===== src/rtl/alu_pkg.sv =====
// rtl/alu_pkg.sv - Shared opcode, state and helper definitions for the ALU issue controller
package alu_pkg;

  localparam logic [3:0] OP_UADD = 4'd0;
  localparam logic [3:0] OP_USUB = 4'd1;
  localparam logic [3:0] OP_AND  = 4'd2;
  localparam logic [3:0] OP_OR   = 4'd3;
  localparam logic [3:0] OP_NOT  = 4'd4;
  localparam logic [3:0] OP_XOR  = 4'd5;
  localparam logic [3:0] OP_SHL  = 4'd7;
  localparam logic [3:0] OP_SHR  = 4'd8;
  localparam logic [3:0] OP_LT   = 4'd9;
  localparam logic [3:0] OP_EQ   = 4'd10;
  localparam logic [3:0] OP_SADD = 4'd11;
  localparam logic [3:0] OP_SSUB = 4'd12;

  typedef enum logic [1:0] {
    ST_IDLE  = 2'd0,
    ST_ISSUE = 2'd1,
    ST_WAIT  = 2'd2,
    ST_WB    = 2'd3
  } state_t;

  function automatic logic is_legal_op(input logic [3:0] op);
    case (op)
      OP_UADD, OP_USUB, OP_AND, OP_OR, OP_NOT, OP_XOR,
      OP_SHL, OP_SHR, OP_LT, OP_EQ, OP_SADD, OP_SSUB: return 1'b1;
      default: return 1'b0;
    endcase
  endfunction

  // Only the arithmetic add/sub family produces meaningful carry/overflow.
  function automatic logic updates_flags(input logic [3:0] op);
    case (op)
      OP_UADD, OP_USUB, OP_SADD, OP_SSUB: return 1'b1;
      default: return 1'b0;
    endcase
  endfunction

endpackage


===== src/rtl/alu_issue_ctrl_if.sv =====
// rtl/alu_issue_ctrl_if.sv - Instruction port and ALU operand/result bus bundle
interface alu_issue_ctrl_if #(
  parameter int DW = 16,
  parameter int AW = 3
);
  logic          instr_valid;
  logic          instr_ready;
  logic [3:0]    instr_op;
  logic [AW-1:0] instr_rd;
  logic [AW-1:0] instr_rs1;
  logic [AW-1:0] instr_rs2;
  logic [DW-1:0] alu_a;
  logic [DW-1:0] alu_b;
  logic [3:0]    alu_operator;
  logic          alu_incoming;
  logic [DW-1:0] alu_y;
  logic          alu_carry;
  logic          alu_signov;
  logic          alu_done;

  modport master (
    input  instr_valid, instr_op, instr_rd, instr_rs1, instr_rs2,
    input  alu_y, alu_carry, alu_signov, alu_done,
    output instr_ready, alu_a, alu_b, alu_operator, alu_incoming
  );

  modport slave (
    output instr_valid, instr_op, instr_rd, instr_rs1, instr_rs2,
    output alu_y, alu_carry, alu_signov, alu_done,
    input  instr_ready, alu_a, alu_b, alu_operator, alu_incoming
  );
endinterface


===== src/rtl/alu_regfile.sv =====
// rtl/alu_regfile.sv - NREGS x DW register file, two latched read ports, debug read, r0 hardwired to zero
module alu_regfile #(
  parameter int  DW    = 16,
  parameter int  NREGS = 8,
  localparam int AW    = $clog2(NREGS)
) (
  input  logic          clk,
  input  logic          rst_n,
  input  logic          rd_en,
  input  logic [AW-1:0] ra_addr,
  input  logic [AW-1:0] rb_addr,
  output logic [DW-1:0] ra_data,
  output logic [DW-1:0] rb_data,
  input  logic          we,
  input  logic [AW-1:0] wr_addr,
  input  logic [DW-1:0] wr_data,
  input  logic [AW-1:0] dbg_addr,
  output logic [DW-1:0] dbg_data
);

  logic [DW-1:0] mem [NREGS];

  always_ff @(posedge clk or negedge rst_n) begin
    if (!rst_n) begin
      for (int i = 0; i < NREGS; i++) mem[i] <= '0;
    end else if (we && (wr_addr != '0)) begin
      mem[wr_addr] <= wr_data;
    end
  end

  // Read data is latched at accept time and held for the whole operation.
  always_ff @(posedge clk or negedge rst_n) begin
    if (!rst_n) begin
      ra_data <= '0;
      rb_data <= '0;
    end else if (rd_en) begin
      ra_data <= (ra_addr == '0) ? '0 : mem[ra_addr];
      rb_data <= (rb_addr == '0) ? '0 : mem[rb_addr];
    end
  end

  assign dbg_data = (dbg_addr == '0) ? '0 : mem[dbg_addr];

endmodule


===== src/rtl/alu_issue_ctrl.sv =====
// rtl/alu_issue_ctrl.sv - Issues register-file operands to the ALU, waits for done, writes back result and flags
module alu_issue_ctrl
  import alu_pkg::*;
#(
  parameter int  DW      = 16,
  parameter int  NREGS   = 8,
  parameter int  TIMEOUT = 15,
  localparam int AW      = $clog2(NREGS)
) (
  input  logic             clk,
  input  logic             rst_n,
  alu_issue_ctrl_if.master bus,
  output logic             wb_valid,
  output logic [AW-1:0]    wb_rd,
  output logic [DW-1:0]    wb_data,
  output logic             flag_c,
  output logic             flag_v,
  output logic             err_illegal,
  output logic             err_timeout,
  input  logic [AW-1:0]    dbg_addr,
  output logic [DW-1:0]    dbg_data
);

  localparam int CW = $clog2(TIMEOUT + 1);

  state_t        state_q, state_d;
  logic          ready;
  logic          incoming;
  logic          wb_fire;
  logic          capture;
  logic          tmo_hit;
  logic          legal;
  logic          accept_legal;
  logic [3:0]    op_q;
  logic [AW-1:0] rd_q;
  logic [DW-1:0] y_q;
  logic          c_q;
  logic          v_q;
  logic [CW-1:0] cnt_q;

  assign legal        = is_legal_op(bus.instr_op);
  assign accept_legal = bus.instr_valid && ready && legal;

  always_ff @(posedge clk or negedge rst_n) begin
    if (!rst_n) state_q <= ST_IDLE;
    else        state_q <= state_d;
  end

  always_comb begin
    state_d  = state_q;
    ready    = 1'b0;
    incoming = 1'b0;
    wb_fire  = 1'b0;
    capture  = 1'b0;
    tmo_hit  = 1'b0;
    case (state_q)
      ST_IDLE: begin
        ready = 1'b1;
        if (bus.instr_valid && legal) state_d = ST_ISSUE;
      end
      // alu_done here is a leftover level from the previous op, so it is not looked at.
      ST_ISSUE: begin
        incoming = 1'b1;
        state_d  = ST_WAIT;
      end
      ST_WAIT: begin
        if (bus.alu_done) begin
          capture = 1'b1;
          state_d = ST_WB;
        end else if (cnt_q == CW'(TIMEOUT - 1)) begin
          tmo_hit = 1'b1;
          state_d = ST_IDLE;
        end
      end
      ST_WB: begin
        wb_fire = 1'b1;
        state_d = ST_IDLE;
      end
      default: state_d = ST_IDLE;
    endcase
  end

  always_ff @(posedge clk or negedge rst_n) begin
    if (!rst_n) begin
      op_q        <= '0;
      rd_q        <= '0;
      y_q         <= '0;
      c_q         <= 1'b0;
      v_q         <= 1'b0;
      cnt_q       <= '0;
      flag_c      <= 1'b0;
      flag_v      <= 1'b0;
      err_illegal <= 1'b0;
      err_timeout <= 1'b0;
    end else begin
      err_illegal <= bus.instr_valid && ready && !legal;
      err_timeout <= tmo_hit;
      if (accept_legal) begin
        op_q <= bus.instr_op;
        rd_q <= bus.instr_rd;
      end
      if (state_q == ST_ISSUE)                       cnt_q <= '0;
      else if (state_q == ST_WAIT && !bus.alu_done)  cnt_q <= cnt_q + 1'b1;
      if (capture) begin
        y_q <= bus.alu_y;
        c_q <= bus.alu_carry;
        v_q <= bus.alu_signov;
      end
      if (wb_fire && updates_flags(op_q)) begin
        flag_c <= c_q;
        flag_v <= v_q;
      end
    end
  end

  alu_regfile #(
    .DW    (DW),
    .NREGS (NREGS)
  ) u_regfile (
    .clk      (clk),
    .rst_n    (rst_n),
    .rd_en    (accept_legal),
    .ra_addr  (bus.instr_rs1),
    .rb_addr  (bus.instr_rs2),
    .ra_data  (bus.alu_a),
    .rb_data  (bus.alu_b),
    .we       (wb_fire),
    .wr_addr  (rd_q),
    .wr_data  (y_q),
    .dbg_addr (dbg_addr),
    .dbg_data (dbg_data)
  );

  assign bus.instr_ready  = ready;
  assign bus.alu_incoming = incoming;
  assign bus.alu_operator = op_q;
  assign wb_valid         = wb_fire;
  assign wb_rd            = wb_fire ? rd_q : '0;
  assign wb_data          = wb_fire ? y_q : '0;

endmodule


===== src/flat_wrapper.sv =====
// flat-port wrapper written by rule: the top's interface ports become plain ports
module alu_issue_ctrl_flat import alu_pkg::*;
#(
  parameter int  DW      = 16,
  parameter int  NREGS   = 8,
  parameter int  TIMEOUT = 15,
  localparam int AW      = $clog2(NREGS)
)
  (clk, rst_n, wb_valid, wb_rd, wb_data, flag_c, flag_v, err_illegal, err_timeout, dbg_addr, dbg_data, bus_instr_valid, bus_instr_op, bus_instr_rd, bus_instr_rs1, bus_instr_rs2, bus_alu_y, bus_alu_carry, bus_alu_signov, bus_alu_done, bus_instr_ready, bus_alu_a, bus_alu_b, bus_alu_operator, bus_alu_incoming);
  alu_issue_ctrl_if #(.DW(DW), .AW(3)) bus_i ();
  input  logic clk;
  input  logic rst_n;
  output logic wb_valid;
  output logic [AW-1:0] wb_rd;
  output logic [DW-1:0] wb_data;
  output logic flag_c;
  output logic flag_v;
  output logic err_illegal;
  output logic err_timeout;
  input  logic [AW-1:0] dbg_addr;
  output logic [DW-1:0] dbg_data;
  input wire logic [$bits(bus_i.instr_valid)-1:0] bus_instr_valid;
  input wire logic [$bits(bus_i.instr_op)-1:0] bus_instr_op;
  input wire logic [$bits(bus_i.instr_rd)-1:0] bus_instr_rd;
  input wire logic [$bits(bus_i.instr_rs1)-1:0] bus_instr_rs1;
  input wire logic [$bits(bus_i.instr_rs2)-1:0] bus_instr_rs2;
  input wire logic [$bits(bus_i.alu_y)-1:0] bus_alu_y;
  input wire logic [$bits(bus_i.alu_carry)-1:0] bus_alu_carry;
  input wire logic [$bits(bus_i.alu_signov)-1:0] bus_alu_signov;
  input wire logic [$bits(bus_i.alu_done)-1:0] bus_alu_done;
  output wire logic [$bits(bus_i.instr_ready)-1:0] bus_instr_ready;
  output wire logic [$bits(bus_i.alu_a)-1:0] bus_alu_a;
  output wire logic [$bits(bus_i.alu_b)-1:0] bus_alu_b;
  output wire logic [$bits(bus_i.alu_operator)-1:0] bus_alu_operator;
  output wire logic [$bits(bus_i.alu_incoming)-1:0] bus_alu_incoming;
  assign bus_i.instr_valid = bus_instr_valid;
  assign bus_i.instr_op = bus_instr_op;
  assign bus_i.instr_rd = bus_instr_rd;
  assign bus_i.instr_rs1 = bus_instr_rs1;
  assign bus_i.instr_rs2 = bus_instr_rs2;
  assign bus_i.alu_y = bus_alu_y;
  assign bus_i.alu_carry = bus_alu_carry;
  assign bus_i.alu_signov = bus_alu_signov;
  assign bus_i.alu_done = bus_alu_done;
  assign bus_instr_ready = bus_i.instr_ready;
  assign bus_alu_a = bus_i.alu_a;
  assign bus_alu_b = bus_i.alu_b;
  assign bus_alu_operator = bus_i.alu_operator;
  assign bus_alu_incoming = bus_i.alu_incoming;
  alu_issue_ctrl #(.DW(DW), .NREGS(NREGS), .TIMEOUT(TIMEOUT)) u_core (.clk(clk), .rst_n(rst_n), .bus(bus_i), .wb_valid(wb_valid), .wb_rd(wb_rd), .wb_data(wb_data), .flag_c(flag_c), .flag_v(flag_v), .err_illegal(err_illegal), .err_timeout(err_timeout), .dbg_addr(dbg_addr), .dbg_data(dbg_data));
endmodule

===== config.mk =====
export PLATFORM = sky130hd
export DESIGN_NAME = alu_issue_ctrl_flat
export DESIGN_NICKNAME = d
export VERILOG_FILES = /design/src/rtl/alu_pkg.sv /design/src/rtl/alu_issue_ctrl_if.sv /design/src/rtl/alu_regfile.sv /design/src/rtl/alu_issue_ctrl.sv /design/src/flat_wrapper.sv
export SDC_FILE = /design/constraint.sdc
export NUM_CORES = 1
export LEC_CHECK = 0
export ABC_CLOCK_PERIOD_IN_PS = 2730
export CAP_MARGIN = 25
export CORE_UTILIZATION = 64
export CTS_CLUSTER_SIZE = 10
export DETAILED_ROUTE_END_ITERATION = 7
export DONT_BUFFER_PORTS = 1
export PLACE_DENSITY_LB_ADDON = 0.12
export SYNTH_ARGS = -nofsm -noshare
export SYNTH_HDL_FRONTEND = slang
export SYNTH_HIERARCHICAL = 1
export SYNTH_SLANG_ARGS = --single-unit

===== constraint.sdc =====
create_clock -name clk -period 2.73 [get_ports clk]
set_input_delay 0.546 -clock clk [delete_from_list [all_inputs] [get_ports clk]]
set_output_delay 0.546 -clock clk [all_outputs]
set_load 0.03 [all_outputs]

# Yosys cells after proc, flatten, opt, wreduce, memory -nomap -nowiden
# Memory sizes are Yosys's and may differ from the RTL's.
# Cells that the tools add are included.
dict set report word_totals {
  register_bits 195
  romBits 16
  input_bits 38
  out_inout_bits 78
  elab_cells 92
  n_memories 1
}
dict set report op_classes {
  n_addsub 1
  magnitude_cmp 5
  eq_ne 9
  n_mux 32
  bitwise 4
  n_reduce_logical 19
}
# memory words width read_ports rd_ports_with_merged_regs write_ports line
set memory_table {}
lappend memory_table {{(no name shown)} 16 1 1 0 0 alu_pkg.sv:25} ;# case (op)
# operator n
set ops {}
lappend ops {{16-bit 2-to-1 mux} 11}
lappend ops {{16-bit binary-select mux with 3-bit select} 3}
lappend ops {{128-bit bitwise mux} 1}
lappend ops {{16-bit demux with 3-bit select} 1}
lappend ops {{4-bit >= comparator (second input constant)} 4}
lappend ops {{3-bit NOT with 4-bit output} 4}
lappend ops {{4-bit equality test (second input constant)} 3}
lappend ops {{3-bit logical NOT} 3}
lappend ops {{1-bit 2-to-1 mux} 9}
lappend ops {{1-bit logical AND} 8}
lappend ops {{4-bit 2-to-1 mux} 2}
lappend ops {{2-bit case mux with 4 select lines} 1}
lappend ops {{2-bit 2-to-1 mux} 3}
lappend ops {{4-bit by 1-bit adder with 4-bit output (second input constant)} 1}
lappend ops {{2-bit equality test (second input constant)} 2}
lappend ops {{4-bit by 1-bit equality test with 1-bit output (second input constant)} 1}
lappend ops {{4-bit logical NOT} 1}
lappend ops {{4-bit by 1-bit < comparator with 1-bit output (second input constant)} 1}
lappend ops {{4-bit OR reduction} 1}
lappend ops {{3-bit 2-to-1 mux} 1}
lappend ops {{3-bit by 2-bit != test with 1-bit output (second input constant)} 1}
lappend ops {{3-bit nonzero test} 1}
lappend ops {{2-bit by 1-bit equality test with 1-bit output (second input constant)} 1}
lappend ops {{1-bit logical NOT} 2}
lappend ops {{4 further kinds} 4}

# Logic depth before layout (Yosys ltp)
# Gate-level depths: netlist of the first run.
dict set report logic_depth {
  word_depth 6
  depth_mapped 6
  depth_no_buf 5
}

# Modules after synthesis
# The synthesis of the first run kept the hierarchy.
# mod instances cells_each area_each_um2 seq_area_each_um2
set modules_own_cells {}
lappend modules_own_cells {alu_regfile 1 622 8064.0 3603.5}
lappend modules_own_cells {alu_issue_ctrl 1 136 1641.6 875.8}

# Worst setup path before layout of the first run
# No wires, ideal clock.
dict set report synth_path {
  kind {input port to output port}
  start {in dbg_addr[1]}
  end {out dbg_data[10]}
  arrival_time_ns 2.060
  required_time_ns 2.184
  setup_slack_ns 0.124
  stages 6
  path_buffers 3
  path_cell_list {clkbuf_1 > nor2b_1 > clkbuf_1 > buf_2 > a22oi_1 > o21ai_0}
}
dict set report synth_via {
  elab_chain_len 5
  word_cells_on_any_way 6
  classes_between {mux: 4; bitwise: 1; reduce/logical: 1}
}
# item line
set synth_rtl {}
lappend synth_rtl {{start, declared} flat_wrapper.sv:20} ;# input logic [AW-1:0] dbg_addr;
lappend synth_rtl {{3-bit NOT with 4-bit output (implied by the code)} alu_regfile.sv:42} ;# assign dbg_data = (dbg_addr == '0) ? '0 : mem[dbg_addr];
lappend synth_rtl {{16-bit binary-select mux with 3-bit select} alu_regfile.sv:42}
lappend synth_rtl {{16-bit 2-to-1 mux (implied by the code) (2 in series)} alu_regfile.sv:42}
lappend synth_rtl {{16-bit 2-to-1 mux (*)} alu_regfile.sv:42}
lappend synth_rtl {{end, declared} flat_wrapper.sv:21} ;# output logic [DW-1:0] dbg_data;
# Every way passes the cells marked *; elsewhere a longest branch is shown, timed or not. The select of a mux whose other input is x is not followed.

# Worst setup path in the final report of the first run
dict set report layout_path {
  start {reg u_core.state_q[1]}
  end {reg u_core/u_regfile/mem[93] (netlist bit)}
}
dict set report layout_via {
  elab_chain_len 3
}
# item line
set layout_rtl {}
lappend layout_rtl {{start, declared} alu_issue_ctrl.sv:26} ;# state_t state_q, state_d;
lappend layout_rtl {{start signal, assigned} alu_issue_ctrl.sv:46} ;# else state_q <= state_d;
lappend layout_rtl {{2-bit equality test} alu_issue_ctrl.sv:56} ;# case (state_q)
lappend layout_rtl {{1-bit 2-to-1 mux} alu_issue_ctrl.sv:56}
lappend layout_rtl {{1-bit logical AND} alu_regfile.sv:26} ;# end else if (we && (wr_addr != '0)) begin
lappend layout_rtl {{end signal, assigned by index} alu_regfile.sv:27} ;# mem[wr_addr] <= wr_data;
lappend layout_rtl {{end, declared} alu_regfile.sv:21} ;# logic [DW-1:0] mem [NREGS];
# Every way passes these cells.
# A chain may end at the register's enable or synchronous reset.

==> metrics.cfg, run 1 <==
[outcome]
status = finished with violations
failed_checks = design-rule violations, negative hold slack

[placement]
place_ws_ns = 0.418
routabilityCongestion = 0.822
dp_hpwl_um = 15200
io_buffers = 0

[route]
wl_um = 26000
vias = 6879
ant_nets = 0
first_pass_iters = 8
drc = 10
drt-initial-drc-count = 544
via_per_inst = 7.32
wl_per_cell_um = 27.7

[sta]
setup_ws_ns = 0.342
tns_ns = 0
finalHoldViolations = 179
relSlewSlack_pct = 38.5
drv_slew = 0
setup_viol = 0
fin_crit_sh_pct = 87.5
max_freq_mhz = 419
fin_crit_ns = 2.39
hold_ws_ns = -0.206
skew_ns = 0.00758
rsz0062_at_grt = false
worst_pin_slew_ns = 0.921

[clocking]
cts-root-buf = clkbuf_16
cts_tree = yes
cts_max_level = 4
cts_made_buffers = 17
cts_num_sinks = 179
cts.clk_slew.worst_paths_ns = 0.07
cts_setup_buffers = 0
clockBufferDepth = 2
clkLatencyLatePin_ns = 0.45
post_cts_resized = 0

[pwr]
pwr-share-seq_pct = 48.4
power.clock.fraction_pct = 20.5
comb_power_share_pct = 31.1
internal_power_w = 0.00733
power.switching_w = 0.00474
swShare_pct = 39.3
ir_worst_vdd_mv = 0.770
p_leak_nw = 4.71
power_density_nw_per_um2 = 1150

[layout]
mostFrequentLayoutCell = mux2_2
layout-drive-gt1-share_pct = 38.0
diodes = 0
final_cell_mix = mux2_2 (197), dfrtp_1 (179), mux2i_1 (67)
syn2layout_area_growth_pct = 7.71
num-nets-final = 783

[yosys]
synth_nets = 798
synth_area_um2 = 9710
yosysWarnings = 6
syn-instance-count = 758
async_reset_ff_share_pct = 100
synthFlopType = dfrtp_1
yosysUniqueCellTypes = 44
ys_ff_latch = 179
synth_edf_count = 0
ys_seq_area_share_pct = 46.2
syn_avg_cell_area_um2 = 12.8

[die]
core_area_um2 = 14600
rows = 44
io_pins = 116
fp.dieW_um = 125
start_util_pct = 66.3
die_y_um = 125
die_area_um2 = 15700

[critical_path]
critical_path.cell_chain = and2_1, buf_4, nor4bb_4, buf_4, mux2_2
cp.arrival_ns = 2.71
cp_max_fo = 16
slowest_stage = dfrtp_1
slowest_delay_ns = 0.59
endpoint_kind = flip-flop
critPathKind = reg -> reg
startpoint_type = flip-flop
crit_required_ns = 3.05
cp_common_cell = buf_4

[grt]
grt_pass1_vias = 7085
grt_max_degree = 180
grt_first_pass_wirelength_um = 40000
grt_usage_pct = 34.1
overflow = 0
grt_antenna_before_repair = 0

[worst_hold_path]
worst_hold_path_type = in -> async

[run]
drv_cap = 0

-- synthesized netlist by cell type (5+ instances only) --
library cell / n / area, um2
nand2_1: 27 / 101
a21oi_1: 7 / 35.0
mux4_2: 19 / 428
and3_1: 19 / 119
a221oi_1: 26 / 228
buf_1: 5 / 18.8
o221ai_1: 16 / 140
o21ai_0: 20 / 100
o22a_1: 17 / 149
nor2_1: 23 / 86.3
buf_4: 12 / 90.1
dfrtp_1: 179 / 4480
clkbuf_1: 20 / 75.1
a22oi_1: 32 / 240
mux2_2: 197 / 2220
buf_2: 22 / 110
inv_1: 5 / 18.8
mux2i_1: 67 / 671
-- state kept, by name, indices dropped and copies added, names as in the netlist --
name	cells
u_core/u_regfile/mem	112
u_core/u_regfile/ra_data	16
u_core/u_regfile/rb_data	16
u_core/y_q	16
u_core/bus.alu_operator	4
u_core/cnt_q	4
u_core/rd_q	3
u_core/state_q	2
u_core/c_q	1
u_core/err_illegal	1
u_core/err_timeout	1
u_core/flag_c	1
u_core/flag_v	1
u_core/v_q	1
-- power groups by stage --
stage	Sequential, W	Combinational, W	Clock (W)
after floorplan	0.00526	0.00318	0
after global placement	0.00571	0.00358	0
after detailed placement	0.00582	0.00370	0
after CTS	0.00578	0.00374	0.00249
after global routing	0.00600	0.00400	0.00258
final	0.00584	0.00375	0.00248
-- worst max-delay path: cells and delay by family, from the launching register on --
family	cells	cell delay (ns)
AND/OR/NAND/NOR	2	0.70
flip-flops	1	0.59
buffers and inverters	2	0.59
multiplexers	1	0.38
-- per-stage QoR --
| stage | std cells | total power, W | utilization [%] | cell area (um2) | hold slack (ns) |
|---|---|---|---|---|---|
| 3_5_place_dp | 908 | 0.00952 | 67.3 | 9860 | 0.255 |
| 6_report | 940 | 0.0121 | 71.4 | 10500 | -0.206 |
| 4_1_cts | 940 | 0.0120 | 71.4 | 10500 | -0.211 |
| 3_3_place_gp | 908 | 0.00929 | 67.3 | 9860 | 0.256 |
| 5_1_grt | 940 | 0.0126 | 71.4 | 10500 | -0.211 |
| 2_1_floorplan | 758 | 0.00844 | - | 9710 | 0.250 |
-- final timing paths --
| kind | startpoint | end | slack [ns] | cells past startpoint |
|---|---|---|---|---|
| setup / recovery | u_core/state_q[1]$_DFFE_PN0P_ | u_core/u_regfile/mem[93]$_DFFE_PN0P_ | 0.34 | 5 |
| hold / removal | rst_n | u_core/u_regfile/ra_data[11]$_DFFE_PN0P_ | -0.21 | 0 |
| setup reg to reg | u_core/state_q[1]$_DFFE_PN0P_ | u_core/u_regfile/mem[93]$_DFFE_PN0P_ | 0.34 | 5 |
| hold reg to reg | u_core/v_q$_DFFE_PN0P_ | u_core/v_q$_DFFE_PN0P_ | 0.51 | 1 |
| max in group asynchronous | rst_n | u_core/u_regfile/mem[51]$_DFFE_PN0P_ | 2.59 | 0 |
| min in group clk | bus_instr_op[2] | u_core/err_illegal$_DFF_PN0_ | 0.21 | 2 |
-- area by class of cell --
class	count	area, um2
multi-input cells	510	4890
flip-flops and latches	179	4480
fillers	1011	4190
clock buffers	18	439
repair buffers	30	238
well taps	184	230
clock inverters	14	155
inverters	5	18.8
-- routing by layer --
| metal | routed length [um] | GRT usage [%] | share of wire (%) |
|---|---|---|---|
| met1 | 10200 | 42.5 | 39 |
| met2 | 13000 | 56.6 | 50 |
| met3 | 2030 | 8.17 | 7.8 |
| met4 | 753 | 15.4 | 2.9 |
| met5 | 0 | 0 | 0 |
-- cells by family after synthesis --
family | share of synthesized area, %
multiplexers | 34.2
AO/OA/AOI/OAI | 9.88
flip-flops | 46.2
buffers and inverters | 3.74
AND/OR/NAND/NOR | 5.80
adder cells (fa/ha/maj) | 0.258
Power figures use the tool's default switching activity.
==> inputs of run 2 (changes only) <==
CORE_UTILIZATION = 32   (was 64)
==> run 2 against run 1 <==
Net effect:
- the flow finishes with violations (negative hold slack)
- via count fell by 3.6%
- power grew 1.8%
- clock skew is 0.0071 ns higher
==> metrics.cfg, run 2 (synthesis results as in run 1) <==
[grt]
overflow = 0  ; unchanged
grt_antenna_before_repair = 1  ; +1
grt_pass1_vias = 7076  ; -0.13%
grt_first_pass_wirelength_um = 45300  ; +13%
grt_max_degree = 180  ; unchanged
grt_usage_pct = 20.0  ; -14 points

[die]
io_pins = 116  ; unchanged
die_y_um = 176  ; +41%
die_area_um2 = 31000  ; +98%
rows = 63  ; +43%
fp.dieW_um = 176  ; +41%
start_util_pct = 32.7  ; -34 points
core_area_um2 = 29700  ; +100%

[layout]
num-nets-final = 785  ; +0.26%
largest_register_ffs = 112  ; unchanged
mostFrequentLayoutCell = mux2_2
largest_register = u_core/u_regfile/mem
syn2layout_area_growth_pct = 10.8
fin_cells = 1149  ; +22%
final_cell_mix = mux2_2 (197), dfrtp_1 (179), mux2i_1 (67)
layout-drive-gt1-share_pct = 38.1  ; +0.16 points
final_area_um2 = 10700  ; +2.8%

[placement]
dp_hpwl_um = 18100  ; +19%
dp.cells = 1116  ; +23%
routabilityCongestion = 0.780  ; -5.0%
io_buffers = 0  ; unchanged
post_dp_cell_area_um2 = 10100  ; +2.8%

[critical_path]
r2r-start = u_core/state_q[1]$_DFFE_PN0P_
slowest_delay_ns = 0.48  ; -0.11 ns
critPathKind = reg -> out
slowest_stage = mux4_2
worst-path-buf-inv = 1  ; -1
critical_path.cell_chain = mux4_2, nand2_1, o21ai_0, buf_4
crit_family = multiplexers
crit_required_ns = 2.18  ; -0.87 ns
endpoint_kind = primary output
cp_max_fo = 4  ; -12
crit_start = u_core/u_regfile/mem[11]$_DFFE_PN0P_
r2r_slack_ns = 0.59  ; +0.25 ns
startpoint_type = flip-flop
cp.arrival_ns = 1.80  ; -0.91 ns

[route]
wl_um = 30100  ; +16%
wl_per_cell_um = 26.2  ; -5.3%
ant_nets = 0  ; unchanged
first_pass_iters = 5  ; -3
drc = 0  ; -10
via_per_inst = 5.77  ; -21%
vias = 6633  ; -3.6%
drt-initial-drc-count = 384  ; -29%

[clocking]
cts_num_sinks = 179  ; unchanged
clockBufferDepth = 2  ; unchanged
cts_max_level = 4  ; unchanged
cts.clk_slew.worst_paths_ns = 0.07  ; about the same
clkLatencyLatePin_ns = 0.45  ; about the same
cts_made_buffers = 17  ; unchanged
cts-root-buf = clkbuf_16
cts_tree = yes

[sta]
skew_ns = 0.0147  ; +0.00711 ns
finalHoldViolations = 179  ; unchanged
fin_crit_ns = 2.35  ; -0.0390 ns
fin_crit_sh_pct = 86.1  ; -1.4 points
setup_viol = 0  ; unchanged
tns_ns = 0  ; unchanged
drv_slew = 0  ; unchanged
hold_ws_ns = -0.198  ; +0.00742 ns
worst_pin_slew_ns = 0.913  ; -0.00824 ns
relSlewSlack_pct = 38.9  ; +0.45 points
rsz0062_at_grt = false
max_freq_mhz = 426  ; +1.7%

[run]
drv_cap = 0  ; unchanged

[pwr]
pwr-share-seq_pct = 47.6  ; -0.8 points
comb_power_share_pct = 31.1  ; about the same
p_leak_nw = 4.72  ; +0.34%
power_density_nw_per_um2 = 1140  ; -0.96%
ir_worst_vdd_mv = 0.630  ; -18%
power.clock.fraction_pct = 21.3  ; +0.8 points
swShare_pct = 39.6  ; +0.31 points
power.switching_w = 0.00487  ; +2.6%
internal_power_w = 0.00743  ; +1.3%

[worst_hold_path]
worst_hold_path_type = in -> async

[outcome]
failed_checks = negative hold slack
status = finished with violations

-- run 2: cell count changes in the layout (fill, tap and decap cells not counted), sizes merged --
cell	change
diode	+1
inv	+2
clkinvlp	+1
bufinv	+1
buf	+2
clkinv	-4
-- run 2: layout make-up --
type / instances / area [um2]
Clock buffer: 18 / 439
Timing Repair Buffer: 32 / 253
Fill cell: 2861 / 19000
Multi-Input combinational cell: 510 / 4890
Sequential cell: 179 / 4480
Inverter: 5 / 18.8
Antenna cell: 1 / 2.50
Tap cell: 390 / 488
Clock inverter: 14 / 175
-- run 2: path summary, 6_finish.rpt --
check	to	cells after the start
worst max register to register	u_core/u_regfile/rb_data[4]$_DFFE_PN0P_	5
worst min-delay path	u_core/y_q[8]$_DFFE_PN0P_	0
worst min register to register	u_core/c_q$_DFFE_PN0P_	1
max in group asynchronous	u_core/u_regfile/mem[60]$_DFFE_PN0P_	0
min in group clk	u_core/err_illegal$_DFF_PN0_	2
worst max-delay path	dbg_data[11]	4
-- run 2: repair_timing --
action | in CTS | in global routing
buffers inserted | 0 | 0
endpoints found under the hold margin | 179 | 179
resized for setup | 0 | 0
-- run 2: layer usage --
metal	vias to the layer above	global-route usage, %	share of wire (%)
li1	2880	-	-
met1	3509	25.9	44
met2	208	32.4	48
met3	36	5.34	6.4
met4	0	6.09	1.7
met5	-	0	0
-- run 2: worst register-to-register path: stages, from the launching register on --
cell	delay, ns
dfrtp_1	0.37
buf_4	0.26
or3b_4	0.48
a21oi_4	0.15
buf_12	0.32
mux2_2	0.43
-- run 2: per-stage QoR --
stage	setup WS, ns	total power (W)	util (%)
3_5_place_dp	0.575	0.00974	34.1
5_1_grt	0.310	0.0130	36.2
6_report	0.381	0.0123	36.2
4_1_cts	0.366	0.0124	36.2
3_3_place_gp	0.591	0.00959	34.1
2_1_floorplan	0.124	0.00844	-
-- run 2: power groups by stage --
stage / combinational, W / sequential [W] / clock (W)
after floorplan: 0.00318 / 0.00526 / 0
after global placement: 0.00376 / 0.00583 / 0
after detailed placement: 0.00384 / 0.00590 / 0
after CTS: 0.00386 / 0.00585 / 0.00269
after global routing: 0.00414 / 0.00607 / 0.00279
final: 0.00382 / 0.00585 / 0.00262
==> inputs of run 3 (changes only) <==
CTS_BUF_LIST = sky130_fd_sc_hd__clkbuf_16   (was unset)
==> run 3 against run 2 <==
Net effect:
- the run still ends with negative hold slack left
- core utilization barely moved
- worst setup slack improved by 0.0095 ns
- fmax rose by 0.40%
- combinational power barely moved
- register-to-register slack barely moved
==> metrics.cfg, run 3 (synthesis results as in run 1) <==
[outcome]
status = finished with violations
failed_checks = negative hold slack

[layout]
layout-drive-gt1-share_pct = 38.0  ; -0.13 points
final_cell_mix = mux2_2 (197), dfrtp_1 (179), mux2i_1 (67)
num-nets-final = 785  ; unchanged
diodes = 0  ; -1
fin_cells = 1148  ; -0.087%
syn2layout_area_growth_pct = 10.6
mostFrequentLayoutCell = mux2_2
final_util_pct = 36.1  ; -0.042 points
largest_register_ffs = 112  ; unchanged
largest_register = u_core/u_regfile/mem

[critical_path]
r2r_slack_ns = 0.59  ; about the same
worstRegToRegCells = 5  ; unchanged
slowest_delay_ns = 0.46  ; -0.02 ns
r2r-start = u_core/state_q[1]$_DFFE_PN0P_
endpoint_kind = primary output
cp.arrival_ns = 1.79  ; about the same
crit_required_ns = 2.18  ; about the same
rr_endpoint = u_core/u_regfile/rb_data[4]$_DFFE_PN0P_
critPathKind = reg -> out
cp_max_fo = 4  ; unchanged
critical_path.cell_chain = mux4_2, nand2_1, o21ai_0, buf_4
startpoint_type = flip-flop
slowest_stage = mux4_2

[grt]
grt_antenna_before_repair = 1  ; unchanged
grt_pass1_vias = 7086  ; +0.14%
grt_max_degree = 180  ; unchanged
overflow = 0  ; unchanged
grt_first_pass_wirelength_um = 45300  ; about the same
grt_usage_pct = 20.0  ; about the same

[die]
fp.dieW_um = 176  ; unchanged
start_util_pct = 32.7  ; unchanged
io_pins = 116  ; unchanged
rows = 63  ; unchanged
die_y_um = 176  ; unchanged
die_area_um2 = 31000  ; unchanged
core_area_um2 = 29700  ; unchanged

[placement]
io_buffers = 0  ; unchanged
routabilityCongestion = 0.780  ; unchanged
place_ws_ns = 0.575  ; unchanged
dp.cells = 1116  ; unchanged
dp_hpwl_um = 18100  ; unchanged

[clocking]
clockBufferDepth = 2  ; unchanged
cts-root-buf = clkbuf_16
cts_made_buffers = 17  ; unchanged
post_cts_resized = 0  ; unchanged
cts_max_level = 4  ; unchanged
cts_tree = yes
cts_setup_buffers = 0  ; unchanged
cts_num_sinks = 179  ; unchanged
clkLatencyLatePin_ns = 0.45  ; about the same
cts.clk_slew.worst_paths_ns = 0.08  ; about the same

[sta]
worst_pin_slew_ns = 0.916  ; +0.00365 ns
setup_ws_ns = 0.390  ; +0.00948 ns
skew_ns = 0.0174  ; +0.00274 ns
tns_ns = 0  ; unchanged
relSlewSlack_pct = 38.7  ; -0.24 points
drv_slew = 0  ; unchanged
rsz0062_at_grt = false
setup_viol = 0  ; unchanged
fin_crit_ns = 2.34  ; -0.00948 ns
max_freq_mhz = 427  ; +0.40%
finalHoldViolations = 179  ; unchanged
hold_ws_ns = -0.197  ; +0.00144 ns
fin_crit_sh_pct = 85.7  ; -0.35 points

[route]
drt-initial-drc-count = 435  ; +13%
wl_um = 30100  ; about the same
via_per_inst = 5.76  ; -0.28%
first_pass_iters = 5  ; unchanged
wl_per_cell_um = 26.3  ; about the same
drc = 0  ; unchanged
vias = 6609  ; -0.36%
ant_nets = 0  ; unchanged

[pwr]
p_leak_nw = 4.72  ; -0.12%
ir_worst_vdd_mv = 0.629  ; -0.17%
power_density_nw_per_um2 = 1140  ; -0.19%

[worst_hold_path]
worst_hold_path_type = in -> async

[run]
drv_cap = 0  ; unchanged

-- run 3: changes by cell type in the layout (fill, tap and decap cells not counted), sizes merged --
| cell | before | now |
|---|---|---|
| diode | 1 | 0 |
| clkinv | 3 | 4 |
| clkbuf | 18 | 17 |
-- run 3: routing by layer --
metal	global-route usage (%)	vias up	wire length, um
li1	-	2874	-
met1	25.9	3490	13200
met2	32.4	209	14400
met3	5.28	36	1990
met4	6.09	0	540
met5	0	-	0
-- run 3: cell type report --
| type | count | area [um2] |
|---|---|---|
| Clock buffer | 17 | 425 |
| Inverter | 5 | 18.8 |
| Fill cell | 2866 | 19000 |
| Multi-Input combinational cell | 510 | 4890 |
| Timing Repair Buffer | 32 | 253 |
| Clock inverter | 15 | 179 |
| Sequential cell | 179 | 4480 |
| Tap cell | 390 | 488 |
-- run 3: where the power goes --
part           switching, W  internal [W]
Clock               0.00114       0.00145
Combinational       0.00169       0.00212
Sequential          0.00202       0.00383
-- run 3: worst max-delay path by stage --
stage	endpoint	start
final	dbg_data[1]	u_core/u_regfile/mem[1]$_DFFE_PN0P_
after global placement	dbg_data[0]	dbg_addr[1]
after floorplan	dbg_data[10]	dbg_addr[1]
after CTS	dbg_data[1]	u_core/u_regfile/mem[1]$_DFFE_PN0P_
after global routing	dbg_data[1]	u_core/u_regfile/mem[17]$_DFFE_PN0P_
after detailed placement	u_core/u_regfile/ra_data[6]$_DFFE_PN0P_	u_core/state_q[1]$_DFFE_PN0P_
-- run 3: worst max-delay path, delay by kind of cell (launching register included) --
family	cells	cell delay, ns
AND/OR/NAND/NOR	1	0.09
AO/OA/AOI/OAI	1	0.16
flip-flops	1	0.41
buffers and inverters	1	0.22
multiplexers	1	0.46
-- run 3: stage by stage --
step                      hold slack, ns  total power, W  area [um2]
after global routing              -0.228          0.0130       10700
after CTS                         -0.219          0.0124       10700
final                             -0.197          0.0123       10700
after floorplan                    0.250         0.00844        9710
after global placement             0.259         0.00959       10100
after detailed placement           0.262         0.00974       10100
